File: src/rtl/cgra_exec_ctrl.sv
// cgra_exec_ctrl: execution sequencer for the 6x6 torus PE array.
// Turns a Computation_Start rising edge into a run of Inst_Num instructions
// repeated Iter_Num times. It then waits Drain_Cycles for the array pipeline
// to empty and raises Computation_Done until the host drops Start.
// Every output is registered, so no combinational path runs from inputs to outputs.
module cgra_exec_ctrl #(
    parameter int IADDR_WIDTH = 8,
    parameter int DADDR_WIDTH = 12,
    parameter int CNT_WIDTH   = 16
) (
    input  logic                   Clk,
    input  logic                   Resetn,
    input  logic                   Computation_Start,
    input  logic [IADDR_WIDTH-1:0] Inst_Num,
    input  logic [CNT_WIDTH-1:0]   Iter_Num,
    input  logic [3:0]             Drain_Cycles,
    input  logic [DADDR_WIDTH-1:0] Load_Base,
    input  logic [DADDR_WIDTH-1:0] Store_Base,
    input  logic [DADDR_WIDTH-1:0] Load_Stride,
    input  logic [DADDR_WIDTH-1:0] Store_Stride,
    output logic [IADDR_WIDTH-1:0] Inst_Addr,
    output logic                   Inst_Valid,
    output logic [CNT_WIDTH-1:0]   Iter_Index,
    output logic [DADDR_WIDTH-1:0] Load_Addr,
    output logic [DADDR_WIDTH-1:0] Store_Addr,
    output logic                   PE_Array_Busy,
    output logic                   Computation_Done
);

    typedef enum logic [1:0] {
        S_IDLE  = 2'd0,
        S_RUN   = 2'd1,
        S_DRAIN = 2'd2,
        S_DONE  = 2'd3
    } state_t;

    state_t                 state_reg;
    logic                   start_q_reg;
    logic [IADDR_WIDTH-1:0] inst_num_reg;
    logic [CNT_WIDTH-1:0]   iter_num_reg;
    logic [3:0]             drain_cfg_reg;
    logic [3:0]             drain_cnt_reg;
    logic [DADDR_WIDTH-1:0] load_stride_reg;
    logic [DADDR_WIDTH-1:0] store_stride_reg;

    logic start_edge;
    logic last_inst;
    logic last_iter;

    // A start is a rising edge of the host level. start_q resets to 0, so a
    // Start that is already high when reset releases also counts as an edge.
    assign start_edge = Computation_Start & ~start_q_reg;
    // These terms use latched config, so they are only meaningful in RUN,
    // where both counts are known to be non-zero.
    assign last_inst  = (Inst_Addr == inst_num_reg - IADDR_WIDTH'(1));
    assign last_iter  = (Iter_Index == iter_num_reg - CNT_WIDTH'(1));

    // Sequencer FSM. It also owns all registered outputs and the latched configuration.
    always_ff @(posedge Clk or negedge Resetn) begin
        if (!Resetn) begin
            state_reg        <= S_IDLE;
            start_q_reg      <= 1'b0;
            inst_num_reg     <= '0;
            iter_num_reg     <= '0;
            drain_cfg_reg    <= '0;
            drain_cnt_reg    <= '0;
            load_stride_reg  <= '0;
            store_stride_reg <= '0;
            Inst_Addr        <= '0;
            Inst_Valid       <= 1'b0;
            Iter_Index       <= '0;
            Load_Addr        <= '0;
            Store_Addr       <= '0;
            PE_Array_Busy    <= 1'b0;
            Computation_Done <= 1'b0;
        end else begin
            start_q_reg <= Computation_Start;
            case (state_reg)
                S_IDLE: begin
                    if (start_edge) begin
                        // Snapshot the config. The host may rewrite it while the run is in flight.
                        inst_num_reg     <= Inst_Num;
                        iter_num_reg     <= Iter_Num;
                        drain_cfg_reg    <= Drain_Cycles;
                        load_stride_reg  <= Load_Stride;
                        store_stride_reg <= Store_Stride;
                        Inst_Addr        <= '0;
                        Iter_Index       <= '0;
                        Load_Addr        <= Load_Base;
                        Store_Addr       <= Store_Base;
                        if (Inst_Num == '0 || Iter_Num == '0) begin
                            // An empty kernel completes at once and never shows busy.
                            state_reg        <= S_DONE;
                            Computation_Done <= 1'b1;
                        end else begin
                            state_reg     <= S_RUN;
                            Inst_Valid    <= 1'b1;
                            PE_Array_Busy <= 1'b1;
                        end
                    end
                end

                S_RUN: begin
                    if (last_inst) begin
                        if (last_iter) begin
                            // Final instruction issued. The address and index
                            // outputs keep their last values.
                            Inst_Valid <= 1'b0;
                            if (drain_cfg_reg == 4'd0) begin
                                state_reg        <= S_DONE;
                                PE_Array_Busy    <= 1'b0;
                                Computation_Done <= 1'b1;
                            end else begin
                                state_reg     <= S_DRAIN;
                                drain_cnt_reg <= drain_cfg_reg;
                            end
                        end else begin
                            // Iteration wrap. Data bases advance modulo the BRAM size.
                            Inst_Addr  <= '0;
                            Iter_Index <= Iter_Index + CNT_WIDTH'(1);
                            Load_Addr  <= Load_Addr + load_stride_reg;
                            Store_Addr <= Store_Addr + store_stride_reg;
                        end
                    end else begin
                        Inst_Addr <= Inst_Addr + IADDR_WIDTH'(1);
                    end
                end

                S_DRAIN: begin
                    // A load of N gives exactly N drain cycles.
                    if (drain_cnt_reg == 4'd1) begin
                        state_reg        <= S_DONE;
                        PE_Array_Busy    <= 1'b0;
                        Computation_Done <= 1'b1;
                    end else begin
                        drain_cnt_reg <= drain_cnt_reg - 4'd1;
                    end
                end

                S_DONE: begin
                    // Done stays up until the host releases Start.
                    if (!Computation_Start) begin
                        state_reg        <= S_IDLE;
                        Computation_Done <= 1'b0;
                    end
                end

                default: begin
                    state_reg <= S_IDLE;
                end
            endcase
        end
    end

endmodule

File: config.mk
export PLATFORM = sky130hd
export DESIGN_NAME = cgra_exec_ctrl
export DESIGN_NICKNAME = d
export VERILOG_FILES = /design/src/rtl/cgra_exec_ctrl.sv
export SDC_FILE = /design/constraint.sdc
export NUM_CORES = 1
export LEC_CHECK = 0
export BUFFER_PORTS_ARGS = -buffer_cell sky130_fd_sc_hd__buf_2
export CAP_MARGIN = 20
export CORE_UTILIZATION = 46
export CTS_CLUSTER_SIZE = 20
export DETAILED_ROUTE_END_ITERATION = 7
export GPL_TIMING_DRIVEN = 0
export PLACE_DENSITY = 0.69
export SLEW_MARGIN = 20
export SYNTH_ARGS = -nofsm -noshare
export SYNTH_HDL_FRONTEND = slang
export SYNTH_SLANG_ARGS = --single-unit
File: constraint.sdc
create_clock -name Clk -period 3 [get_ports Clk]
set_input_delay 0.15 -clock Clk [delete_from_list [all_inputs] [get_ports Clk]]
set_output_delay 0.15 -clock Clk [all_outputs]
set_load 0.02 [all_outputs]
==> results.py <==
metrics = {
    "status": {
        "status": "finished with violations",
        "violations": "negative setup slack",
    },
    "detailed_routing": {
        "met3_length_um": 986,
        "highest_layer": "met4",
        "drc_errors": 0,
        "met2_length_um": 8922,
        "wl_met1_um": 7762,
        "via_count": 5884,
        "dr.pass1.iters": 4,
        "avgRoutedWirePerCell_um": 17.38,
        "ant_nets": 0,
        "drt-total-wl_um": 17920,
        "dr.first_iter.drc_count": 250,
        "avgViaCountPerCell": 5.707,
    },
    "sta": {
        "whs_ps": 19.99,
        "fin_crit_ps": 3056,
        "maxSlewHeadroom_pct": 40.37,
        "slew_viol_final": 0,
        "rsz0062_at_grt": "yes",
        "finalHoldViolCount": 0,
        "finalClockSkew_ps": 11.19,
        "worst_slack_ps": -55.85,
        "fin_crit_sh_pct": 101.9,
        "clock.fmax_mhz": 327.2,
        "worst_pin_slew_ps": 894.5,
        "final-setup-viol-count": 29,
    },
    "worst_setup_path": {
        "crit_type": "reg -> reg",
        "crit_family": "simple AND/OR/NAND/NOR gates",
        "cp_slowest_stage_delay_ps": 450,
        "ff2ff_setup_slack_ps": -60,
        "cp.required_ps": 3280,
        "worstPathCellList": "buf_6 > nor4_4 > nand3_1 > a2111oi_2 > o2111ai_2 > nor3_4 > nand3_2 > buf_6 > nand2_8 > buf_12 > clkbuf_16 > nand2_2 > o21ai_1",
        "slowest_stage": "dfrtp_2",
        "path_common_cell": "buf_6",
        "end_kind": "flip-flop",
        "cp_max_fo": 8,
        "crit_path_start_kind": "flip-flop",
        "crit_arrival_ps": 3330,
        "worst-path-buf-inv": 4,
    },
    "grt": {
        "grt-ovfl-total": 0,
        "antenna_found_initial": 0,
        "grt_start_max_net_pins": 70,
        "track_usage_pct": 23.70,
        "grt_pass1_vias": 5661,
        "grt_pass1_wl_um": 27520,
    },
    "yosys": {
        "yosysUniqueCellTypes": 70,
        "synth_seq_cells": 110,
        "yosys_warnings": 0,
        "synthesis.nets": 793,
        "avgSynthCellArea_um2": 9.787,
        "async_flop_share_pct": 100.0,
        "synth-edff-count": 0,
        "syn_area_um2": 6655,
        "yosysSeqAreaShare_pct": 41.36,
        "ys_dominant_reg_cell": "dfrtp_1",
        "postSynthCellCount": 680,
    },
    "power_and_ir_drop": {
        "power_leakage_nw": 3.921,
        "clkPwrFrac_pct": 14.0,
        "p_per_area_nw_per_um2": 1084,
        "seq_power_share_pct": 29.6,
        "peakVddDrop_mv": 0.5895,
        "power.share.combinational_pct": 56.4,
        "p_int_w": 0.005254,
        "swShare_pct": 43.59,
        "netSwitchingPower_w": 0.004060,
    },
    "clock_network": {
        "cts_buffers": 9,
        "clkSinkCount": 110,
        "cts-root-buf": "clkbuf_16",
        "clk_latency_ps": 360,
        "cts.clk_slew.worst_paths_ps": 80,
        "htreeDepth": 3,
        "cts_max_path_buffers": 2,
        "cts_tree": "built",
    },
    "die": {
        "io_pins": 130,
        "core-area_um2": 13990,
        "dieArea_um2": 14950,
        "die_h_um": 122.3,
        "start_util_pct": 47.58,
        "rows": 43,
        "die_x_um": 122.3,
    },
    "final_layout": {
        "utilization_pct": 61.40,
        "nNetsFinal": 959,
        "final_cell_mix": "buf_2 (128), dfrtp_1 (109), mux2_2 (53), nand2_1 (36), nor2_1 (36)",
        "fillers": 1181,
        "final_common_cell": "buf_2",
        "n_antenna_cell": 0,
        "finish.instance_area_um2": 8589,
        "multi_input_area_um2": 4066,
        "ff_latch_area_um2": 2754,
        "synthToLayoutAreaGrowth_pct": 29.07,
        "drive_gt1_share_pct": 36.43,
    },
    "min_path": {
        "hp-class": "in -> reg",
    },
    "placement": {
        "dpl.hpwl_um": 12820,
        "io_buffers": 129,
        "gp_congestion": 0.8904,
        "place_ws_ps": -533.7,
        "place_area_um2": 7560,
    },
    "flow_run": {
        "drv_cap": 0,
    },
}
==> Yosys cell counts, drive strengths merged, types with 2 or more instances <==
cell type  count  share of area, %
mux2          53               9.0
nand2         62               3.5
nor2b         13               1.2
fa             2              0.60
mux2i         15               2.3
o22a           2              0.26
o21bai         2              0.23
o21ai         58               4.4
and2           4              0.38
o22ai          3              0.28
a21boi         2              0.23
ha            32               6.0
nand4b         2              0.26
and3           7              0.68
nand4         11               1.1
a311oi         3              0.49
a211oi         6              0.75
a22oi          3              0.41
dfrtp        110                41
o211ai         8              0.90
nand3b         3              0.34
or4            4              0.51
xor2          20               2.6
clkbuf        16              0.90
xnor2         32               4.2
nor4          10               1.3
a2111oi        2              0.26
a21o           5              0.56
o31ai          2              0.23
inv           27               1.5
buf            5              0.47
nand3         25               1.9
or3           10               1.0
nor3b          2              0.23
a31oi          6              0.56
a21oi         34               2.6
nand2b         7              0.66
nor2          37               2.1
nor3          19               1.5
==> path summary, 6_finish.rpt <==
path / end / cells past startpoint / from
setup reg to reg: Store_Addr[5] / 13 / iter_num_reg[0]
hold / removal: load_stride_reg[10] / 2 / Load_Stride[10]
setup / recovery: Store_Addr[5] / 13 / iter_num_reg[0]
hold reg to reg: load_stride_reg[2] / 1 / load_stride_reg[2]
max in group asynchronous: Load_Addr[1] / 3 / Resetn
min in group asynchronous: iter_num_reg[11] / 2 / Resetn
==> logic make-up after synthesis <==
kind of cell	synth area share (%)
adders and majority gates	6.618
DFF	41.36
buffers and inverters	2.895
xor gates and xnor gates	6.843
AOI/OAI and AO/OA	13.78
and+or+nand+nor	17.28
muxes	11.22
==> timing repair <==
| action | in CTS | in global routing |
|---|---|---|
| gates cloned | 0 | 3 |
| pin swaps | 19 | 58 |
| setup endpoints to repair | 54 | 54 |
| gates resized for setup | 41 | 103 |
| buffers inserted | 16 | 5 |
| hold buffers | 2 | 0 |
| hold endpoints to repair | 42 | 0 |
==> power by group through the flow <==
stage | sequential (W) | clock [W] | combinational [W]
after CTS | 0.00270 | 0.00132 | 0.00468
after global routing | 0.00284 | 0.00138 | 0.00574
after detailed placement | 0.00270 | 0 | 0.00440
final | 0.00275 | 0.00130 | 0.00526
after global placement | 0.00266 | 0 | 0.00423
after floorplan | 0.00278 | 0 | 0.00313
==> final cells by class <==
class / instances / area share (%)
Multi-Input combinational cell: 522 / 47.34
Clock inverter: 4 / 0.8157
Inverter: 27 / 1.180
Timing Repair Buffer: 156 / 11.48
Tap cell: 180 / 2.622
Buffer: 20 / 1.631
Sequential cell: 110 / 32.06
Clock buffer: 12 / 2.870
==> worst reg2reg max path, delay by kind of cell (launching register included) <==
kind            cells  cell delay (ps)
compound gates      3              680
buf+inv             4              620
simple gates        6             1230
flops               1              450
==> stage by stage <==
| stage | total power (W) | TNS, ps | instances |
|---|---|---|---|
| final | 0.009314 | -973.5 | 1031 |
| after global routing | 0.009964 | -5795 | 1031 |
| after CTS | 0.008705 | -174.2 | 1023 |
| after detailed placement | 0.007103 | -17280 | 990 |
| after global placement | 0.006890 | -15790 | 989 |
| after floorplan | 0.005915 | 0 | 680 |
==> per-layer routing <==
| layer | track usage [%] | vias up |
|---|---|---|
| met5 | 0 | - |
| met4 | 8.918 | 0 |
| met3 | 4.693 | 19 |
| met2 | 39.22 | 169 |
| met1 | 30.56 | 2905 |
| li1 | - | 2791 |
No activity file was read; power rests on OpenSTA's default activity.
